## config.mk

```make
export PLATFORM = sky130hd
export DESIGN_NAME = store_buffer
export DESIGN_NICKNAME = d
export VERILOG_FILES = /design/src/rtl/store_buffer.sv
export SDC_FILE = /design/constraint.sdc
export NUM_CORES = 1
export LEC_CHECK = 0
export ABC_AREA = 1
export CAP_MARGIN = 20
export CORE_ASPECT_RATIO = 0.9
export CORE_MARGIN = 2
export CORE_UTILIZATION = 25
export DETAILED_ROUTE_END_ITERATION = 8
export GPL_TIMING_DRIVEN = 1
export SLEW_MARGIN = 10
export SYNTH_ARGS = -nofsm -noshare
export SYNTH_HDL_FRONTEND = slang
export SYNTH_SLANG_ARGS = --single-unit
```

## constraint.sdc

```tcl
create_clock -name clock -period 7.05 [get_ports clock]
set_input_delay 0.705 -clock clock [delete_from_list [all_inputs] [get_ports clock]]
set_output_delay 0.705 -clock clock [all_outputs]
set_load 0.02 [all_outputs]
```

## src/rtl/store_buffer.sv

```systemverilog
// -----------------------------------------------------------------------------
// store_buffer
//
// Data-memory port between the single-cycle CPU core and a slower, handshaked
// data memory. CPU stores are absorbed into a DEPTH-entry FIFO so that `sw`
// retires in one cycle. The FIFO drains to memory in the background. A load is
// served either by forwarding from the FIFO or by a stalled memory read that
// bypasses the buffered stores.
//
// Build option:
//   STORE_BUFFER_FORWARD_EN
//     defined   : loads that match a buffered store are forwarded with no stall.
//     undefined : no forwarding comparators. A load stalls until the FIFO has
//                 drained, then reads memory.
//
// Ports:
//   clock      system clock, rising edge
//   reset      asynchronous, active-low reset
//   cpu_addr   load/store byte address (word granular, bits [1:0] ignored)
//   cpu_wdata  store data
//   cpu_write  store request (wins over cpu_read when both are high)
//   cpu_read   load request
//   cpu_rdata  load data, 0 when no load is being returned
//   stall      core must hold PC and the current instruction
//   mem_req    memory request valid
//   mem_we     1 = write, 0 = read
//   mem_addr   memory word address (low 2 bits forced to 0)
//   mem_wdata  memory write data
//   mem_ack    memory accepts/completes the request this cycle
//   mem_rdata  read data, valid with mem_ack on a read
//   count      current FIFO occupancy
//   drained    FIFO empty and FSM idle
// -----------------------------------------------------------------------------
module store_buffer #(
    parameter int DEPTH = 4,
    parameter int AW    = 32,
    parameter int DW    = 32
) (
    input  logic                   clock,
    input  logic                   reset,
    input  logic [AW-1:0]          cpu_addr,
    input  logic [DW-1:0]          cpu_wdata,
    input  logic                   cpu_write,
    input  logic                   cpu_read,
    output logic [DW-1:0]          cpu_rdata,
    output logic                   stall,
    output logic                   mem_req,
    output logic                   mem_we,
    output logic [AW-1:0]          mem_addr,
    output logic [DW-1:0]          mem_wdata,
    input  logic                   mem_ack,
    input  logic [DW-1:0]          mem_rdata,
    output logic [$clog2(DEPTH):0] count,
    output logic                   drained
);
    localparam int PW = $clog2(DEPTH);
    localparam int CW = PW + 1;
    localparam int TW = AW - 2;

`ifdef STORE_BUFFER_FORWARD_EN
    localparam bit FWD = 1'b1;
`else
    localparam bit FWD = 1'b0;
`endif

    typedef enum logic [1:0] {IDLE, WRITE, READ, RDONE} state_t;

    state_t        state_q, state_d;
    logic [TW-1:0] addr_q [DEPTH];
    logic [DW-1:0] data_q [DEPTH];
    logic [DW-1:0] rdata_q;
    logic [PW-1:0] head_q, tail_q;
    logic [CW-1:0] count_q;

    logic          load_req, full, push, pop;
    logic          hit, rd_pending, read_from_idle, read_after_pop;
    logic [DW-1:0] fwd_data;
    logic          unused_addr_lsb;

    // Stores only ever see word addresses; the byte offset is dropped.
    assign unused_addr_lsb = ^cpu_addr[1:0];

    // A simultaneous read and write is a store.
    assign load_req = cpu_read & ~cpu_write;
    // Full is judged on the registered count, so a same-cycle pop never
    // lets a store in early.
    assign full     = (count_q == CW'(DEPTH));
    assign push     = cpu_write & ~full;
    assign pop      = (state_q == WRITE) & mem_ack;

`ifdef STORE_BUFFER_FORWARD_EN
    logic [PW-1:0] idx;

    // Walk oldest to youngest so the youngest matching entry wins.
    always_comb begin
        hit      = 1'b0;
        fwd_data = '0;
        idx      = head_q;
        for (int i = 0; i < DEPTH; i++) begin
            idx = head_q + PW'(i);
            if ((i < int'(count_q)) && (addr_q[idx] == cpu_addr[AW-1:2])) begin
                hit      = 1'b1;
                fwd_data = data_q[idx];
            end
        end
    end
`else
    assign hit      = 1'b0;
    assign fwd_data = '0;
`endif

    assign rd_pending = load_req & ~hit;
    // Without forwarding, a read may only start once every older store is in
    // memory; with forwarding, a miss can never alias a buffered store.
    assign read_from_idle = rd_pending & (FWD | (count_q == '0));
    assign read_after_pop = rd_pending & (FWD | (count_q == CW'(1)));

    always_ff @(posedge clock or negedge reset) begin
        if (!reset) begin
            state_q <= IDLE;
            head_q  <= '0;
            tail_q  <= '0;
            count_q <= '0;
        end else begin
            state_q <= state_d;
            if (push) tail_q <= tail_q + PW'(1);
            if (pop)  head_q <= head_q + PW'(1);
            count_q <= count_q + CW'(push) - CW'(pop);
        end
    end

    // FIFO storage and read capture carry no reset; control qualifies them.
    always_ff @(posedge clock) begin
        if (push) begin
            addr_q[tail_q] <= cpu_addr[AW-1:2];
            data_q[tail_q] <= cpu_wdata;
        end
        if ((state_q == READ) && mem_ack) rdata_q <= mem_rdata;
    end

    always_comb begin
        state_d   = state_q;
        mem_req   = 1'b0;
        mem_we    = 1'b0;
        mem_addr  = '0;
        mem_wdata = '0;
        stall     = 1'b0;
        cpu_rdata = '0;

        case (state_q)
            IDLE: begin
                if (read_from_idle)      state_d = READ;
                else if (count_q != '0)  state_d = WRITE;
            end
            WRITE: begin
                mem_req   = 1'b1;
                mem_we    = 1'b1;
                mem_addr  = {addr_q[head_q], 2'b00};
                mem_wdata = data_q[head_q];
                if (mem_ack) begin
                    if (read_after_pop)         state_d = READ;
                    else if (count_q > CW'(1))  state_d = WRITE;
                    else                        state_d = IDLE;
                end
            end
            READ: begin
                mem_req  = 1'b1;
                mem_addr = {cpu_addr[AW-1:2], 2'b00};
                if (mem_ack) state_d = RDONE;
            end
            RDONE: state_d = IDLE;
            default: state_d = IDLE;
        endcase

        if (cpu_write) begin
            stall = full;
        end else if (load_req) begin
            if (state_q == RDONE)  cpu_rdata = rdata_q;
            else if (hit)          cpu_rdata = fwd_data;
            else                   stall = 1'b1;
        end
    end

    assign count   = count_q;
    assign drained = (count_q == '0) && (state_q == IDLE);

endmodule

```

==> run metrics, run 1 <==
worst vdd ir about 0.25 mV; ys flop type edfxtp_1; PwrDens 415 nW/um2; CP max stage delay just under 1000 ps; Yosys cell types 22; Placer Congestion 0.725; post-cts gate resize count 0; Req. time, crit path 6340 ps; vias per cell 4.19; row count 77; buffers added on ports just under 200; mean routed wirelength per cell 15.5 um; flops & latches, synth 289; clock root cell clkbuf_16; Mapped Cells 1141; TritonCTS clock tree built; leakage power 6.03 nW; DIE HEIGHT about 210 um; Cells after DPL 1927; pin count of the biggest net entering global routing 72; CTS hold repair buffers 0; core region area about 50000 um2; Setup WS pre-CTS 3060 ps; Yosys top cell by area edfxtp_1; final worst-path cycle share 0.644; post-synthesis cell area between 10000 and 15000 um2; share of cells above drive strength 1 0.0546; post-synth top area share 0.683; cell mode on critical path nand2_1; Worst Path Buf+Inv 3; total power 6.67 mW; total gr overflow 0; Finish-stage setup viols 0; critical path, cell by cell inv_4, buf_4, nand2_1, nand3_1, nand2_1, nand2_1, a21oi_1, clkdlybuf4s50_1; Worst-path clk slew 60 ps; # clock sinks between 200 and 300; Area Overhead vs Synth 30.7%; # DRC 0; non-filler cells, final 1988; actual slew at the worst max-slew pin 964 ps; CP Class reg -> out; first-pass GRT wire length 47.5 mm; RSZ-0062 raised after global routing false; Final min period 4540 ps; Top-Level Pins 204; die area 51100 um2; vias in the first global route 8350; flop2flop setup slack 4350 ps; Initial Util 0.252; crit path max-delay cell type dfrtp_4; Pins Over Slew Limit 0; commonest cells after routing, fill and taps aside 280 x edfxtp_1, 257 x nand2_1, 199 x clkdlybuf4s50_1; Setup Buffers After CTS 0; antenna violations before repair 1; post-DP HPWL 17.5 mm; final layout net count 1447; max-cap violations 0; GRT Util Overall 0.121; Ys Warns 0; remaining antenna violation count after routing 0; Avg Inst Size Synth 10.8 um2; status completed; Hold WC Path Type in -> async; Starting DRT DRC Count 502; TritonRoute pass-1 iters 5; Rel. slew slack 0.357; CP max FO slightly above 70; Worst Path Arrival 3840 ps; # H-tree levels 2; number of synthesized flops with an enable pin 280; Setup WS post-layout 2510 ps; critical path's top delay family buffers and inverters; Post-Route WL 30.8 mm; clk buf depth 3; Die W 238 um; Antenna Cells 0; CTS buffer count 34; critical path launch point type flip-flop; commonest non-fill, non-tap cell in the layout edfxtp_1; Async SR Flop Fraction 0.0311; Max Clk Rate 0.220 GHz; final setup TNS 0 ps; Worst Setup End Kind output pin; Hold Vio Cnt, Final 0; dominant cells by area after synthesis edfxtp_1 68%, nand2_1 7.8%, nor2_1 5.3%; share of the yosys chip area belonging to registers 0.701; worst skew pair latency 530 ps; clock skew a little over 20 ps; Vias 8323
-- cell usage after synthesis, types with 2 or more instances --
master,count
inv_1,140
buf_1,6
dfrtp_1,9
xor2_1,3
inv_2,2
nand3_1,65
o21ai_1,17
nor2_1,175
edfxtp_1,280
nand2_1,257
buf_6,6
clkbuf_1,35
a21oi_1,63
buf_2,7
buf_4,9
o21ai_0,49
ha_1,13
-- report_power, final --
part,leakage (nW),total (mW),switching [mW],internal [mW]
Sequential,2.67,2.41,0.149,2.26
Clock,0.544,1.75,0.678,1.07
Combinational,2.82,2.52,1.64,0.875
-- final timing paths --
check                               end  cells after the start        from
hold reg to reg              state_q[0]                      2  state_q[0]
max in group asynchronous     head_q[0]                      1       reset
min in group clock           state_q[0]                      2  state_q[0]
setup / recovery           mem_addr[27]                      8   head_q[0]
hold / removal                 count[1]                      1       reset
setup reg to reg              head_q[1]                      4   head_q[0]
-- per-layer routing --
metal	wire [um]	vias to the layer above	track usage
met5	13	-	0
met4	613	2	0.0375
met3	1970	45	0.0324
met2	14000	214	0.193
met1	14200	3938	0.160
li1	-	4124	-
-- layout make-up --
type                            instances  area [um2]
Clock buffer                           46         970
Fill cell                            4845       32800
Timing Repair Buffer                  217        2150
Clock inverter                         14         141
Tap cell                              632         791
Multi-Input combinational cell        648        2860
Sequential cell                       289        8640
Inverter                              142         536
-- state kept, by name, summed over array words and instances (netlist names) --
| signal | cells |
|---|---|
| data_q | 128 |
| addr_q | 120 |
| rdata_q | 32 |
| count | 3 |
| head_q | 2 |
| state_q | 2 |
| tail_q | 2 |
-- cells by family (layout without fill, tap and decap cells) --
| kind of cell | count (synthesis) | in the layout | share of synthesized area |
|---|---|---|---|
| simple gates | 499 | 499 | 0.159 |
| buf+inv | 205 | 419 | 0.0696 |
| fa+ha+maj | 14 | 14 | 0.0148 |
| other cells | 1 | 2 | 0.000304 |
| flops | 289 | 289 | 0.701 |
| xor+xnor | 3 | 3 | 0.00213 |
| compound gates | 130 | 130 | 0.0529 |
-- through the flow --
stage               instance area (um2)  utilization  hold WS, ps
floorplan                         12300            -          409
global placement                  14900        0.306          535
detailed placement                15000        0.306          538
CTS                               16100        0.329          457
global route                      16100        0.329          482
finish                            16100        0.329          486
(Power assumes the default switching activity.)
==> inputs of run 2 (changes only) <==
==> constraint.sdc (replaced) <==
create_clock -name clock -period 4.5 [get_ports clock]
set_input_delay 0.45 -clock clock [delete_from_list [all_inputs] [get_ports clock]]
set_output_delay 0.45 -clock clock [all_outputs]
set_load 0.02 [all_outputs]
==> run 2 against run 1 <==
Effect of this change:
- non-clock buffer count grew 2
- final area is essentially flat
- flip-flop and latch count is the same
- highest routed layer is now met4
==> run metrics, run 2 (synthesis gave the netlist of run 1 again) <==
CP max FO 62 (-13%); post-DP HPWL 17.8 mm (+1.9%); total gr overflow 0 (unchanged); commonest non-fill, non-tap cell in the layout edfxtp_1; Worst-path clk slew 60 ps (about the same); share of cells above drive strength 1 0.0551 (+0.000575); GRT Util Overall 0.119 (-0.00191); final setup TNS 0 ps (unchanged); worst vdd ir 0.365 mV (+45%); critical path's top delay family buffers and inverters; buffers added on ports 199 (unchanged); CTS buffer count 34 (unchanged); Die W 238 um (unchanged); remaining antenna violation count after routing 0 (unchanged); Req. time, crit path 4050 ps (-2290 ps); commonest cells after routing, fill and taps aside 280 x edfxtp_1, 257 x nand2_1, 199 x clkdlybuf4s50_1; largest register by flop count data_q; critical path endpoint mem_addr[27]; RSZ-0062 raised after global routing false; Setup crit start head_q[0]; top flop regs data_q x128, addr_q x120, rdata_q x32; Top-Level Pins 204 (unchanged); Rel. slew slack 0.318 (-0.0392); # H-tree levels 2 (unchanged); clock root cell clkbuf_16; PwrDens 645 nW/um2 (+55%); critical path, cell by cell inv_4, buf_4, nand2_1, nand3_1, nand2_1, nand2_1, a21oi_1, clkdlybuf4s50_1; TritonCTS clock tree built; post-cts gate resize count 0 (unchanged); # clock sinks 289 (unchanged); CTS hold repair buffers 0 (unchanged); vias in the first global route 8285 (-0.78%); Worst Setup End Kind output pin; Worst Path Buf+Inv 3 (unchanged); final layout net count 1449 (+0.14%); leakage power 6.02 nW (-0.16%); mean routed wirelength per cell 15.4 um (-0.54%); R2R depth 11 (+7); Setup Buffers After CTS 0 (unchanged); clock skew 21.4 ps (+0.929 ps); Worst Path Arrival 3280 ps (-560 ps); row count 77 (unchanged); critical path launch point type flip-flop; Area Overhead vs Synth 30.6% (about the same); CP Class reg -> out; first-pass GRT wire length 46.9 mm (-1.4%); Vias 8323 (unchanged); Initial Util 0.252 (unchanged); actual slew at the worst max-slew pin 1020 ps (+57.7 ps); Hold WC Path Type in -> async; Min Hold Slack 234 ps (-251 ps); max-cap violations 0 (unchanged); worst skew pair latency 530 ps (about the same); core region area 48800 um2 (unchanged); Final min period 3730 ps; vias per cell 4.18 (-0.20%); antenna violations before repair 0 (-1); number of flip-flops under the largest register name 128 (unchanged); worst reg2reg path startpoint state_q[1]; TritonRoute pass-1 iters 4 (-1); Pins Over Slew Limit 0 (unchanged); Placer Congestion 0.700 (-3.4%); Max Clk Rate 0.268 GHz; die area 51100 um2 (unchanged); cell mode on critical path nand2_1; Post-Route WL 30.7 mm (-0.34%); Hold Vio Cnt, Final 0 (unchanged); flop2flop setup slack 1930 ps (-2420 ps); DIE HEIGHT 215 um (unchanged); final worst-path cycle share 0.829; reg-to-reg endpoint count[2]; Antenna Cells 0 (unchanged); status completed; CP max stage delay 930 ps (-50 ps); # DRC 0 (unchanged); pin count of the biggest net entering global routing 75 (+4.2%); fillers 4848 (+0.062%); Starting DRT DRC Count 457 (-9.0%); clk buf depth 3 (unchanged); crit path max-delay cell type dfrtp_4; Finish-stage setup viols 0 (unchanged); Levels on crit path 8 (unchanged)
==> run 2: changes by cell type in the layout (fill, tap and decap cells not counted), sizes merged <==
cell	previous run	this run
buf	18	20
bufinv	3	1
clkinv	11	13
clkbuf	46	47
inv	142	143
==> run 2: metal layers <==
metal | track usage | vias to the layer above | share of wire
li1 | - | 4136 | -
met3 | 0.0288 | 44 | 0.057
met5 | 0 | - | 0
met4 | 0.0377 | 0 | 0.020
met1 | 0.152 | 3943 | 0.45
met2 | 0.199 | 200 | 0.47
==> run 2: report_power, final <==
part / switching (mW) / total [mW] / internal [mW]
Combinational: 2.59 / 4.00 / 1.41
Clock: 1.05 / 2.61 / 1.56
Sequential: 0.220 / 3.76 / 3.54
==> run 2: worst min-delay path by stage <==
stage,startpoint,to,slack [ps],cells after the start
after floorplan,reset,count[0],150,0
after global placement,state_q[0],state_q[0],520,2
after detailed placement,state_q[0],state_q[0],530,2
after CTS,reset,count[0],210,1
after global routing,reset,count[1],240,1
final,reset,count[0],230,1
==> run 2: metrics by stage <==
step           std cells   util  setup WS [ps]  cell area (um2)  total power [mW]
6_report            1992  0.329            768            16100              10.4
5_1_grt             1992  0.329            501            16100              11.0
4_1_cts             1992  0.329            684            16100              10.6
3_5_place_dp        1930  0.307           1310            15000              7.89
3_3_place_gp        1929  0.307           1290            15000              7.84
2_1_floorplan       1142      -            530            12300              6.25
==> run 2: cell type report <==
class,instances,area [um2],share of cell area
flip-flops and latches,289,8640,0.537
multi-input cells,648,2860,0.178
repair buffers,219,2190,0.136
clock buffers,47,963,0.0599
well taps,632,791,0.0492
inverters,142,536,0.0333
clock inverters,15,103,0.00638
==> inputs of run 3 (changes only) <==
==> constraint.sdc (replaced) <==
create_clock -name clock -period 3.7 [get_ports clock]
set_input_delay 0.37 -clock clock [delete_from_list [all_inputs] [get_ports clock]]
set_output_delay 0.37 -clock clock [all_outputs]
set_load 0.02 [all_outputs]
==> run 3 against run 2 <==
Effect of this change:
- count of clock-buffer cells in the layout is 2 lower
- non-clock buffer count rose by 5
- critical path depth down 2
- flip-flop and latch count is the same
- clock skew down 12 ps
- power up 24%
- die area stayed put
- via count is 0.48% lower
- register-to-register slack worse by 700 ps
- wire length grew 0.44%
- combinational power increased by 27%
- sequential power increased by 19%
- critical path type unchanged
==> run metrics, run 3 (synthesis gave the netlist of run 1 again) <==
status completed; fillers 4813 (-0.72%); commonest cells after routing, fill and taps aside 280 x edfxtp_1, 257 x nand2_1, 199 x clkdlybuf4s50_1; total gr overflow 0 (unchanged); Register Area 8640 um2 (unchanged); TritonCTS clock tree built; NetSw 4.71 mW (+22%); buffers added on ports 199 (unchanged); Setup WS pre-CTS 916 ps (-390 ps); Worst Setup End Kind output pin; largest register by flop count data_q; Placer Congestion 0.698 (-0.30%); Comb power frac 0.394 (+0.008); vias in the first global route 8267 (-0.22%); final instance area 16200 um2 (+0.56%); # DRC 0 (unchanged); GRT Util Overall 0.119 (+0.000301); Die W 238 um (unchanged); worst vdd ir 0.499 mV (+37%); TritonRoute pass-1 iters 5 (+1); CTS hold repair buffers 0 (unchanged); core region area 48800 um2 (unchanged); critical path launch point type flip-flop; Final min period 3250 ps; max-cap violations 0 (unchanged); Setup WS post-layout 449 ps (-319 ps); Clock Power Share 0.258 (+0.006); final worst-path cycle share 0.879; clock skew 9.34 ps (-12.1 ps); pin count of the biggest net entering global routing 126 (+68%); Initial Util 0.252 (unchanged); die area 51100 um2 (unchanged); Pins Over Slew Limit 0 (unchanged); Antenna Cells 0 (unchanged); actual slew at the worst max-slew pin 957 ps (-65.1 ps); clk buf depth 3 (unchanged); sw frac 0.367 (-0.00527); leakage power 6.07 nW (+0.84%); Finish-stage setup viols 0 (unchanged); post-DP HPWL 17.6 mm (-0.97%); area post-placement 15100 um2 (+0.37%); Req. time, crit path 3330 ps (-720 ps); Multi-input gate area 2860 um2 (unchanged); PwrDens 793 nW/um2 (+23%); number of flip-flops under the largest register name 128 (unchanged); top flop regs data_q x128, addr_q x120, rdata_q x32; share of cells above drive strength 1 0.0587 (+0.00355); Top-Level Pins 204 (unchanged); antenna violations before repair 1 (+1); post-cts gate resize count 0 (unchanged); Flop pwr share 0.348 (-0.014); Max Clk Rate 0.308 GHz; final layout net count 1454 (+0.35%); Vias 8283 (-0.48%); Rel. slew slack 0.362 (+0.0441); Hold Vio Cnt, Final 0 (unchanged); # clock sinks 289 (unchanged); DIE HEIGHT 215 um (unchanged); commonest non-fill, non-tap cell in the layout edfxtp_1; RSZ-0062 raised after global routing false; row count 77 (unchanged); Worst Path Arrival 2880 ps (-400 ps); Area Overhead vs Synth 31.3%; Internal Power 8.11 mW (+25%); Starting DRT DRC Count 446 (-2.4%); CP Class reg -> out; mean routed wirelength per cell 15.5 um (+0.29%); CTS buffer count 34 (unchanged); remaining antenna violation count after routing 0 (unchanged); Setup Buffers After CTS 0 (unchanged); first-pass GRT wire length 46.8 mm (-0.18%); # H-tree levels 2 (unchanged); worst skew pair latency 520 ps (about the same); CP max FO 12 (-81%); Hold WC Path Type in -> async; Post-Route WL 30.9 mm (+0.44%); clock root cell clkbuf_16; vias per cell 4.15 (-0.63%); Worst-path clk slew 60 ps (about the same); Min Hold Slack 165 ps (-69.7 ps)
[run 3: routing by layer]
metal  wire length [um]  GRT usage  vias up
li1                   -          -     4140
met4                568     0.0363        2
met2              14400      0.197      181
met5                 13          0        -
met1              14100      0.154     3925
met3               1760     0.0304       35
[run 3: power groups by stage]
| stage | clock, mW | combinational [mW] | sequential [mW] |
|---|---|---|---|
| finish | 3.31 | 5.06 | 4.46 |
| global route | 3.55 | 5.60 | 4.52 |
| CTS | 3.42 | 5.20 | 4.47 |
| detailed placement | 0 | 5.17 | 4.53 |
| global placement | 0 | 5.12 | 4.51 |
| floorplan | 0 | 3.05 | 4.55 |
[run 3: worst max-delay path: stages, from the launching register on]
cell and delay (ps):
dfrtp_1 400, inv_1 110, ha_1 320, inv_1 620
buf_4 310, a21oi_1 60, clkdlybuf4s50_1 540
[run 3: path summary, 6_finish.rpt]
kind / cells after the start / end / slack, ps / from
setup / recovery: 6 / mem_addr[23] / 450 / state_q[0]
hold / removal: 1 / count[1] / 160 / reset
setup reg to reg: 9 / count[2] / 1230 / count[1]
hold reg to reg: 2 / state_q[0] / 550 / state_q[0]
max in group asynchronous: 1 / head_q[0] / 3190 / reset
min in group clock: 1 / rdata_q[3] / 400 / mem_rdata[3]
[run 3: cell type report]
type,instances,share of cell area
sequential,289,0.534
multi-input combinational,648,0.177
timing repair buffer,224,0.139
clock buffer,45,0.0591
tap,632,0.0489
inverter,142,0.0331
clock inverter,15,0.00897
[run 3: stage by stage]
stage                     std cells  power, mW  TNS [ps]  utilization
after floorplan                1142       7.60    -67060            -
after global placement         1935       9.63         0        0.309
after detailed placement       1935       9.70         0        0.309
after CTS                      1995       13.1         0        0.331
after global routing           1995       13.7         0        0.331
final                          1995       12.8         0        0.331
